$ cat config.mk
export PLATFORM = sky130hd
export DESIGN_NAME = jump_encoder
export DESIGN_NICKNAME = d
export VERILOG_FILES = /design/src/rtl/jump_encoder.sv
export SDC_FILE = /design/constraint.sdc
export NUM_CORES = 1
export LEC_CHECK = 0
export CAP_MARGIN = 0
export CORE_ASPECT_RATIO = 1.5
export CORE_MARGIN = 2
export CORE_UTILIZATION = 39
export DETAILED_ROUTE_END_ITERATION = 6
export PLACE_DENSITY = 0.85
export SETUP_SLACK_MARGIN = 0.15
export SYNTH_ARGS = -nofsm -noshare
export SYNTH_HDL_FRONTEND = slang
export SYNTH_SLANG_ARGS = --single-unit
$ cat constraint.sdc
create_clock -name clk -period 4.8 [get_ports clk]
set_input_delay 0.72 -clock clk [delete_from_list [all_inputs] [get_ports clk]]
set_output_delay 0.72 -clock clk [all_outputs]
set_load 0.005 [all_outputs]
$ cat src/rtl/jump_encoder.sv
// J-type jump encoder with a one-entry output register and saturating result counters.
// Optional target checking is enabled by defining JUMP_ENCODER_RANGE_CHECK_EN.
module jump_encoder #(
  parameter logic [5:0] OP_J   = 6'b000010,
  parameter logic [5:0] OP_JAL = 6'b000011
) (
  input  logic        clk,
  input  logic        rst_n,
  input  logic        in_valid,
  output logic        in_ready,
  input  logic [31:0] pc_next,
  input  logic [31:0] target,
  input  logic        link,
  input  logic        flush,
  output logic        out_valid,
  input  logic        out_ready,
  output logic [31:0] instr,
  output logic [1:0]  err,
  output logic [15:0] enc_count,
  output logic [7:0]  err_count
);

  logic        valid_q, valid_d;
  logic [31:0] instr_q, instr_d;
  logic [15:0] enc_q, enc_d;
  logic        accept, consume, held_ok;
  logic [5:0]  opcode;
  logic [31:0] instr_calc;

  assign opcode   = link ? OP_JAL : OP_J;
  assign in_ready = !flush && (!valid_q || out_ready);
  assign accept   = in_valid && in_ready;
  // flush discards the held result, so it never counts as a consume
  assign consume  = valid_q && out_ready && !flush;

`ifdef JUMP_ENCODER_RANGE_CHECK_EN
  logic [1:0] err_calc, err_q, err_d;
  logic [7:0] errc_q, errc_d;
  logic       unused_pc;

  assign err_calc   = {target[31:28] != pc_next[31:28], target[1:0] != 2'b00};
  assign instr_calc = (err_calc != 2'b00) ? 32'h0 : {opcode, target[27:2]};
  assign held_ok    = (err_q == 2'b00);
  assign unused_pc  = ^pc_next[27:0];

  always_comb begin
    err_d  = err_q;
    errc_d = errc_q;
    if (consume && !held_ok && errc_q != 8'hFF) errc_d = errc_q + 8'd1;
    if (!flush && accept) err_d = err_calc;
  end

  always_ff @(posedge clk or negedge rst_n) begin
    if (!rst_n) begin
      err_q  <= 2'b00;
      errc_q <= 8'h00;
    end else begin
      err_q  <= err_d;
      errc_q <= errc_d;
    end
  end

  assign err       = err_q;
  assign err_count = errc_q;
`else
  logic unused_fields;

  assign instr_calc    = {opcode, target[27:2]};
  assign held_ok       = 1'b1;
  assign unused_fields = ^{pc_next, target[31:28], target[1:0]};
  assign err           = 2'b00;
  assign err_count     = 8'h00;
`endif

  always_comb begin
    valid_d = valid_q;
    instr_d = instr_q;
    enc_d   = enc_q;
    if (consume && held_ok && enc_q != 16'hFFFF) enc_d = enc_q + 16'd1;
    if (flush) begin
      valid_d = 1'b0;
    end else if (accept) begin
      valid_d = 1'b1;
      instr_d = instr_calc;
    end else if (consume) begin
      valid_d = 1'b0;
    end
  end

  always_ff @(posedge clk or negedge rst_n) begin
    if (!rst_n) begin
      valid_q <= 1'b0;
      instr_q <= 32'h0;
      enc_q   <= 16'h0;
    end else begin
      valid_q <= valid_d;
      instr_q <= instr_d;
      enc_q   <= enc_d;
    end
  end

  assign out_valid = valid_q;
  assign instr     = instr_q;
  assign enc_count = enc_q;

endmodule

==> results of run 1 <==
## cells by family after synthesis
kind of cell | Yosys count | share of synthesized area
adder cells (fa/ha/maj) | 1 | 0.00615
flip-flops | 45 | 0.554
buffers and inverters | 19 | 0.0689
AND/OR/NAND/NOR | 38 | 0.120
XOR/XNOR | 13 | 0.0560
AO/OA/AOI/OAI | 9 | 0.0382
other | 1 | 0.00184
multiplexers | 28 | 0.155
## per-layer routing
metal  vias up  global-route usage  wire, um
met1       714               0.172      1570
met5         -                   0         0
met3         4              0.0377       212
met4         0              0.0667        60
li1        671                   -         -
met2        55               0.263      2290
## flip-flops by register name, summed over array words and instances, names as in the netlist
name	count
enc_count	16
instr	28
out_valid	1
## layout make-up
class | instances | area [um^2] | share of cell area
multi-input cells | 103 | 816 | 0.281
flip-flops and latches | 45 | 1130 | 0.387
clock inverters | 2 | 35.0 | 0.0120
well taps | 68 | 85.1 | 0.0293
repair buffers | 78 | 773 | 0.266
clock buffers | 5 | 68.8 | 0.0237
inverters | 1 | 3.75 | 0.00129
## worst max-delay path, delay by kind of cell
| kind | cells | cell delay [ns] |
|---|---|---|
| simple gates | 2 | 0.18 |
| buf+inv | 2 | 1.01 |
## power breakdown
part / switching [mW] / leakage, nW / internal (mW)
registers: 0.0420 / 0.557 / 0.435
logic: 0.0696 / 0.609 / 0.162
clock network: 0.120 / 0.0540 / 0.151
total: 0.231 / 1.22 / 0.748
## metrics by stage
step,setup slack [ns],instances
final,2.17,302
after global routing,2.07,302
after CTS,2.18,302
after detailed placement,2.19,295
after global placement,2.19,295
after floorplan,2.95,167
## synthesized netlist by cell type
cell type / instances / area [um^2]
nand3_1: 9 / 45.0
o21ai_0: 2 / 10.0
or2_1: 1 / 6.26
mux2_2: 27 / 304
nor4_1: 1 / 6.26
buf_4: 16 / 120
and4_1: 1 / 8.76
o41ai_4: 1 / 27.5
inv_1: 1 / 3.75
o2111ai_1: 1 / 8.76
dfrtp_1: 45 / 1130
o311ai_1: 1 / 8.76
xnor2_1: 11 / 96.3
ha_1: 1 / 12.5
and3_1: 1 / 6.26
nand4_2: 1 / 12.5
nor2_1: 8 / 30.0
nor2b_1: 1 / 6.26
and2_1: 1 / 6.26
nand4_1: 3 / 18.8
nor3_1: 3 / 15.0
nand4_4: 2 / 42.5
xor2_1: 2 / 17.5
nand2_1: 1 / 3.75
buf_6: 1 / 11.3
nand3b_1: 1 / 7.51
and3_2: 1 / 7.51
conb_1: 1 / 3.75
a31oi_1: 2 / 12.5
buf_2: 1 / 5.00
mux2_1: 1 / 11.3
a21oi_1: 2 / 10.0
and3b_1: 1 / 8.76
or2_2: 2 / 12.5
## worst min path at each step
| stage | startpoint | endpoint | slack (ns) | depth (start not counted) |
|---|---|---|---|---|
| finish | instr[27] | instr[27] | 0.48 | 1 |
| global route | instr[27] | instr[27] | 0.52 | 1 |
| global placement | instr[27] | instr[27] | 0.46 | 1 |
| detailed placement | instr[27] | instr[27] | 0.47 | 1 |
| floorplan | rst_n | enc_count[0] | 0.42 | 0 |
| CTS | instr[27] | instr[27] | 0.49 | 1 |
==> impl_metrics.tcl, run 1 <==
set metrics [dict create \
    hpwl_um 3050 \
    dr.pass1.iters 4 \
    cp_cell_sequence "clkdlybuf4s50_1, nor2b_1, nor2_1, clkdlybuf4s50_1" \
    gr-total-overflow 0 \
    post-route-util 0.572 \
    grt_pass1_vias 1421 \
    ff2ff_setup_slack_ns 2.85 \
    status "finished, final reports clean" \
    port_buffers 77 \
    dieHeight_um 92.4 \
    antenna_found_initial 0 \
    synth_cells 154 \
    htree_levels 2 \
    fin_nets 305 \
    grt_pass1_wl_um 6830 \
    layout_common_cells "clkdlybuf4s50_1, dfrtp_1, mux2_2" \
    rr_worst_depth 4 \
    min_path_type "flop to flop" \
    finalInstanceArea_um2 2910 \
    root_buffer "clkbuf_8" \
    worstPathRequired_ns 4.08 \
    post_cts_buffers 0 \
    tightest_slew_ns 0.993 \
    postCtsHoldBufs 0 \
    drc 0 \
    path_clk_slew_ns 0.08 \
    syn_to_final_growth_pct 43.0 \
    period_needed_ns 2.63 \
    cp_slowest_cell "clkdlybuf4s50_1" \
    cts_tree "yes" \
    cts_resized 0 \
    fp-row-count 32 \
    clock_latency_ns 0.29 \
    gp_congestion 0.782 \
    power.total_uw 979 \
    syn_area_um2 2030 \
    drv_slew 0 \
    io_pins 130 \
    ys_seq_elements 45 \
    cts.sinks 45 \
    vias 1444 \
    hold_violations 0 \
    yosysWarnings 0 \
    r2r-start "enc_count[0]" \
    avgSynthCellArea_um2 13.2 \
    vdd_ir_drop_max_mv 0.183 \
    power-per-cell-area_nw_per_um2 337 \
    worstPathMaxFanout 3 \
    max-cap-violations 0 \
    wl_per_cell_um 13.7 \
    leakage_nw 1.22 \
    cpPeakStageDelay_ns 0.52 \
    start_kind "primary input" \
    reg2reg_to "enc_count[1]" \
    crit_top_cell "clkdlybuf4s50_1" \
    drtIter0Drc 12 \
    drive_above_1_share 0.184 \
    yosysUniqueCellTypes 34 \
    placed_area_um2 2800 \
    endpoint "in_ready" \
    fillCellCount 448 \
    fin_crit_sh 0.547 \
    relSlewSlack 0.338 \
    finalWirelength_um 4130 \
    layout_commonest_cell "clkdlybuf4s50_1" \
    worstPathArrival_ns 1.91 \
    drt-vias-per-instance 4.78 \
    grt_setup_unrepaired "false" \
    skew_ns 0.00208 \
    critPathCaptureType "output port" \
    fp.coreArea_um2 5080 \
    grt_usage 0.151 \
    finalSetupViolCount 0 \
    synth_seq_area_share 0.554 \
    start_util 0.400 \
    die_area_um2 5820 \
    fp.dieW_um 63.0 \
    clk_path_buf_depth 2 \
    grt_max_degree 46 \
    hold_slack_ns 0.484 \
    critical_path.startpoint "out_ready" \
    cts_buffers 5 \
    crit_type "primary input to output port" \
    setup_tns_ns 0 \
    diodes 0 \
    ant_nets 0 \
    fmax_ghz 0.381 \
]
Note: power is estimated with default switching activity, not from simulation.
==> run 2, diff against run 1 <==
--- a/config.mk
+++ b/config.mk
@@ -8,9 +8,9 @@
 export CAP_MARGIN = 0
 export CORE_ASPECT_RATIO = 1.5
 export CORE_MARGIN = 2
-export CORE_UTILIZATION = 39
+export CORE_UTILIZATION = 33
 export DETAILED_ROUTE_END_ITERATION = 6
-export PLACE_DENSITY = 0.85
+export PLACE_DENSITY = 0.77
 export SETUP_SLACK_MARGIN = 0.15
 export SYNTH_ARGS = -nofsm -noshare
 export SYNTH_HDL_FRONTEND = slang
==> constraint.sdc (replaced) <==
create_clock -name clk -period 2.4 [get_ports clk]
set_input_delay 0.36 -clock clk [delete_from_list [all_inputs] [get_ports clk]]
set_output_delay 0.36 -clock clk [all_outputs]
set_load 0.005 [all_outputs]
==> impl_metrics.tcl, run 2 (synthesis results as in run 1) <==
set metrics [dict create \
    reg2reg_to "enc_count[1]" \
    drc 0 \
    antenna_found_initial 0 \
    r2r-start "enc_count[0]" \
    cts_tree "yes" \
    clk_path_buf_depth 2 \
    pwr-share-comb 0.230 \
    relSlewSlack 0.586 \
    fp-row-count 35 \
    fin_crit_sh 0.809 \
    skew_ns 0.00438 \
    grt_pass1_wl_um 6270 \
    p_sw_uw 472 \
    cts.sinks 45 \
    cp_slowest_cell "o41ai_4" \
    layout_commonest_cell "clkdlybuf4s50_1" \
    seqPwrFrac 0.475 \
    p_int_mw 1.53 \
    fin_nets 307 \
    finalInstanceArea_um2 2960 \
    io_pins 130 \
    finalWirelength_um 4030 \
    leakage_nw 1.24 \
    clock_latency_ns 0.29 \
    start_util 0.336 \
    crit_type "flop to flop" \
    fin_ws_ns 0.459 \
    vdd_ir_drop_max_mv 0.399 \
    die_area_um2 6820 \
    layout_common_cells "clkdlybuf4s50_1, dfrtp_1, mux2_2" \
    post_cts_buffers 0 \
    fp.dieW_um 68.1 \
    fillCellCount 569 \
    ant_nets 0 \
    postCtsHoldBufs 0 \
    dr.pass1.iters 4 \
    status "finished, final reports clean" \
    cp_cell_sequence "ha_1, nand3_1, o41ai_4, mux2_1" \
    cpPeakStageDelay_ns 0.55 \
    grt_setup_unrepaired "false" \
    period_needed_ns 1.94 \
    port_buffers 77 \
    fp.coreArea_um2 6040 \
    htree_levels 2 \
    drtIter0Drc 50 \
    root_buffer "clkbuf_8" \
    setup_tns_ns 0 \
    tightest_slew_ns 0.621 \
    clkPwrFrac 0.294 \
    grt_usage 0.120 \
    ff2ff_setup_slack_ns 0.46 \
    grt_max_degree 29 \
    worstPathMaxFanout 7 \
    gr-total-overflow 0 \
    hold_slack_ns 0.0734 \
    wl_per_cell_um 13.0 \
    cts_resized 0 \
    gp_congestion 0.797 \
    vias 1452 \
    largest_reg_flops 28 \
    place_ws_ns 0.473 \
    rr_worst_depth 4 \
    power.total_mw 2.01 \
    placed_area_um2 2840 \
    cts_buffers 5 \
    worstPathRequired_ns 2.58 \
    syn_to_final_growth_pct 45.5 \
    max-cap-violations 0 \
    finalSetupViolCount 0 \
    min_path_type "primary input to async pin" \
    diodes 0 \
    swShare 0.235 \
    start_kind "flop" \
    power-per-cell-area_nw_per_um2 678 \
    drv_slew 0 \
    worstPathArrival_ns 2.12 \
    path_clk_slew_ns 0.08 \
    dieHeight_um 100 \
    fmax_ghz 0.515 \
    hold_violations 0 \
    drt-vias-per-instance 4.67 \
    drive_above_1_share 0.194 \
    hpwl_um 3060 \
    grt_pass1_vias 1379 \
    critPathCaptureType "flop" \
]
## run 2: changes by cell type in the layout (fill, tap and decap cells not counted)
cell,before,now
buf_4,1,2
clkinv_2,1,0
clkbuf_8,5,6
clkinvlp_4,0,1
buf_12,0,1
## run 2: final cells by class
type	instances	area (um^2)	area share
Tap cell	74	92.6	0.0313
Clock buffer	6	82.6	0.0279
Inverter	1	3.75	0.00127
Multi-Input combinational cell	103	816	0.276
Timing Repair Buffer	80	801	0.271
Sequential cell	45	1130	0.381
Clock inverter	2	37.5	0.0127
## run 2: how the worst max path moves through the flow
stage / from / endpoint / slack, ns / cells past startpoint
final: enc_count[0] / enc_count[1] / 0.46 / 4
after global routing: enc_count[0] / enc_count[1] / 0.36 / 4
after floorplan: enc_count[0] / enc_count[1] / 0.65 / 4
after CTS: enc_count[0] / enc_count[1] / 0.45 / 4
after global placement: out_ready / in_ready / 0.50 / 4
after detailed placement: enc_count[0] / enc_count[1] / 0.47 / 4
## run 2: power by group through the flow
stage                     clock network, mW  logic, mW  registers [mW]
after global placement                    0      0.461           0.963
after global routing                  0.642      0.505           0.973
after detailed placement                  0      0.469           0.970
after floorplan                           0      0.157           0.971
final                                 0.590      0.462           0.954
after CTS                             0.616      0.471           0.957
## run 2: worst max-delay path, delay by kind of cell, from the launching register on
family	cells	cell delay, ns
fa+ha+maj	1	0.22
mux	1	0.36
simple gates	1	0.27
compound gates	1	0.55
flops	1	0.44
## run 2: per-stage QoR
stage / std cells / util
3_5_place_dp: 303 / 0.470
3_3_place_gp: 303 / 0.470
6_report: 311 / 0.490
2_1_floorplan: 167 / -
5_1_grt: 311 / 0.490
4_1_cts: 311 / 0.490
## run 2: per-layer routing
metal	vias up	wire length, um	part of all wire	track usage
met4	0	91	0.023	0.0600
li1	680	-	-	-
met3	6	306	0.076	0.0258
met1	707	1530	0.38	0.137
met2	59	2100	0.52	0.205
met5	-	0	0	0
==> patch 1: new RTL, flow settings as in run 2 <==
Add a define of `JUMP_ENCODER_RANGE_CHECK_EN`.
--- a/src/rtl/jump_encoder.sv
+++ b/src/rtl/jump_encoder.sv
@@ -1,4 +1,6 @@
 // J-type jump encoder with a one-entry output register and saturating result counters.
 // Optional target checking is enabled by defining JUMP_ENCODER_RANGE_CHECK_EN.
+`define JUMP_ENCODER_RANGE_CHECK_EN
+
 module jump_encoder #(
   parameter logic [5:0] OP_J   = 6'b000010,
Check against the original RTL: not equivalent (Yosys sat finds a counterexample within 4 cycles, from zero or initial values and one cycle with rst_n low).
==> patch 1 against run 2 <==
Power decreased by 4.5%; sequential power increased by 7%; global-route usage increased by 2.7 points; critical endpoint is now in_ready; wire length increased by 40%; worst setup slack got worse by 21 ps; design area increased by 22%; die area increased by 17%; area after synthesis increased by 18%; final cell count increased by 23%; register-to-register slack about the same; critical path type is now input pin to primary output; sequential cell count increased by 10.
==> patch 1: results (changes against run 2) <==
outcome complete, no violations (unchanged); post-CTS sizing 0 (unchanged); crit-path max FO 3 (was 7); Final nets 373 (was 307); kind of cell adding the most delay to the critical path buffers and inverters (was compound AO/OA/AOI/OAI gates); vias in the first global route 1956 (was 1379); first-pass GRT wire length 9.30 mm (was 6.27 mm); max reg flops 28 (unchanged); layout cells sized above 1 7.95% (was 19.4%); H-tree depth 2 (unchanged); max incr delay on CP 510 ps (was 550 ps); Iter 0 DRT Violations 107 (was 50); GP Congestion 0.786 (was 0.797); DP Area 3490 sq um (was 2840 sq um); Layout Skew 9.33 ps (was 4.38 ps); post-CTS setup buffers 0 (unchanged); Area contributors post-synth dfrtp_1, a22o_1, xnor2_1, xor2_1, nand4_1 (was dfrtp_1, mux2_2, buf_4, xnor2_1, nand3_1); DRT Wirelength 5.62 mm (was 4.03 mm); HP Class input pin to async pin (unchanged); post-synthesis sequential area ratio 57.5% (was 55.4%); fill count 662 (was 569); Post-Layout Cell Count 382 (was 311); first drt pass iteration count 4 (unchanged); Async S/R FF share, synth 100% (unchanged); CP max stage cell clkdlybuf4s50_1 (was o41ai_4); largest net degree at the start of global routing 32 (was 29); total CTS buffers 5 (unchanged); Leak Pwr 1.57 nW (was 1.24 nW); Setup Slack @ Placement 195 ps (was 473 ps); Synth Instances 196 (was 154); port bufs 97 (was 77); root buf cell clkbuf_8 (unchanged); initial antenna violation count 0 (unchanged); all-layer global routing usage 14.7% (was 12.0%); clk_lat worst skew 300 ps; Vias per Instance 5.23 (was 4.67); Reg clk slew, reported paths 90 ps; Synth warnings 0 (unchanged); ANT cells 0 (unchanged); hpwl dp 4.26 mm (was 3.06 mm); Netlist cell types 36 (was 34); relative slew slack 57.5% (was 58.6%); Arrival @ worst endpoint 1600 ps (was 2120 ps); Post-synth top cells dfrtp_1, a22o_1, xnor2_1 (was dfrtp_1, mux2_2, buf_4); Max VDD drop 0.000374 V (was 0.000399 V); clk buf depth 2 (unchanged)
## patch 1: where the power goes
group	internal [mW]	switching [mW]	total (mW)	leakage [nW]
registers	0.967	0.0515	1.02	0.753
logic	0.175	0.0941	0.269	0.757
clock network	0.338	0.290	0.628	0.0612
## patch 1: worst paths after layout
| kind | slack, ps | depth (start not counted) | from | to |
|---|---|---|---|---|
| max in group asynchronous | 1760 | 2 | rst_n | enc_count[14] |
| hold reg to reg | 500 | 1 | instr[27] | instr[27] |
| hold / removal | 70 | 1 | rst_n | instr[2] |
| setup / recovery | 440 | 5 | out_ready | in_ready |
| setup reg to reg | 460 | 5 | enc_count[0] | enc_count[1] |
| min in group clk | 500 | 1 | instr[27] | instr[27] |
## patch 1: layout make-up
cell class	count	area [sq um]	share of cell area, %
Clock buffer	6	82.6	2.29
Clock inverter	2	35.0	0.972
Inverter	2	7.51	0.208
Multi-Input combinational cell	132	953	26.4
Sequential cell	55	1380	38.2
Tap cell	80	100	2.78
Timing Repair Buffer	105	1050	29.1
## patch 1: cells by family after synthesis
| logic type | Yosys count | share of synthesized area (%) |
|---|---|---|
| AOI/OAI and AO/OA | 36 | 12.4 |
| adders and majority gates | 2 | 1.04 |
| xor gates and xnor gates | 22 | 8.05 |
| DFF | 55 | 57.5 |
| buffers and inverters | 12 | 3.19 |
| other | 1 | 0.157 |
| muxes | 4 | 1.83 |
| and+or+nand+nor | 64 | 15.8 |
## patch 1: metal layers
metal / share of wire (%) / wire, um / track usage, % / vias up
met2: 56 / 3140 / 25.9 / 68
met1: 37 / 2080 / 17.6 / 995
li1: - / - / - / 929
met3: 6.2 / 350 / 3.73 / 6
met5: 0 / 0 / 0 / -
met4: 1.0 / 59 / 3.90 / 0
==> patch 2: new RTL, flow settings as in run 2 <==
Made on the original files. Register the output `enc_count` once more, cleared by the reset; this adds one clock of latency there. The other outputs are not delayed to match.
--- a/src/rtl/jump_encoder.sv
+++ b/src/rtl/jump_encoder.sv
@@ -102,5 +102,11 @@
   assign out_valid = valid_q;
   assign instr     = instr_q;
-  assign enc_count = enc_q;
+  always_ff @(posedge clk or negedge rst_n) begin
+    if (!rst_n) begin
+      enc_count <= '0;
+    end else begin
+      enc_count <= enc_q;
+    end
+  end
 
 endmodule
Check against the original RTL: not equivalent (Yosys sat finds a counterexample within 4 cycles, from zero or initial values and one cycle with rst_n low).
==> patch 2 against run 2 <==
Synthesized cell count is 10% higher; sequential cell count grew 16; critical path type is now input pin to primary output; worst setup slack improved by 4.6 ps; first-iteration DRC count rose by 66%; wire length grew 20%; sequential share of layout area increased by 4.9 points; power rose by 40%; clock power grew 73%; largest cell class unchanged; maximum frequency up 0.24%; design area is 20% higher; die area increased by 22%; area after synthesis up 23%.
==> patch 2: results (changes against run 2) <==
max incr delay on CP 530 ps (was 550 ps); R2R depth 5 (was 4); layout cells sized above 1 20.2% (was 19.4%); inverters 0 (was 1); DRT Wirelength 4.82 mm (was 4.03 mm); Non-clock buffering overhead 22.5% (was 27.1%); fill count 668 (was 569); relative slew slack 56.9% (was 58.6%); all-layer global routing usage 12.9% (was 12.0%); crit-path max FO 3 (was 7); Clock-cell share 6.33% (was 4.06%); WL met2 2.45 mm (was 2.10 mm); Hold Worst Slack 45.5 ps (was 73.4 ps); total CTS buffers 9 (was 5); Reg clk slew, reported paths 60 ps (was 80 ps); Area contributors post-synth dfrtp_1, mux2_4, buf_4, mux2_2, xnor2_1 (was dfrtp_1, mux2_2, buf_4, xnor2_1, nand3_1); Layout Skew 5.04 ps (was 4.38 ps); Netlist cell types 32 (was 34); hpwl dp 3.44 mm (was 3.06 mm); post-synthesis sequential area ratio 61.2% (was 55.4%); largest net degree at the start of global routing 31 (was 29); first-pass GRT wire length 7.98 mm (was 6.27 mm); TritonCTS Sinks 61 (was 45); Iter 0 DRT Violations 83 (was 50); sequential share of power 45.3% (was 47.5%); Arrival @ worst endpoint 1580 ps (was 2120 ps); Max VDD drop 0.000480 V (was 0.000399 V); reg2reg setup slack 680 ps (was 460 ps); met1 Track Usage GR 14.9% (was 13.7%); clk_lat worst skew 330 ps (was 290 ps); H-tree depth 3 (was 2); Multi-In Gates 105 (was 103); outcome complete, no violations (unchanged); Clock power frac 36.1% (was 29.4%); CP max stage cell clkdlybuf4s50_1 (was o41ai_4); FF+latch area 1530 sq um (was 1130 sq um)
[patch 2: cell count changes after synthesis, moves of 4 or more]
cell / before / now
nand2_1: 1 / 5
dfrtp_1: 45 / 61
mux2_2: 27 / 9
nand3_1: 9 / 4
mux2_4: 0 / 20
xnor2_1: 11 / 5
[patch 2: cell families after synthesis]
family	share of synthesized area, %
flip-flops	61.2
AND/OR/NAND/NOR	10.2
multiplexers	16.5
buffers and inverters	5.56
AO/OA/AOI/OAI	2.71
XOR/XNOR	3.16
adder cells (fa/ha/maj)	0.501
other	0.150
[patch 2: per-stage QoR]
step           area (sq um)  std cells  setup slack (ps)  power (mW)
2_1_floorplan          2540        183               867        1.49
3_3_place_gp           3330        346               410        1.81
3_5_place_dp           3330        346               359        1.81
4_1_cts                3560        362               442        2.85
5_1_grt                3560        362               396        2.97
6_report               3560        362               464        2.81
[patch 2: worst max-delay path, delay by kind of cell]
kind                   cells  cell delay [ps]
AND/OR/NAND/NOR            2              190
buffers and inverters      2             1030
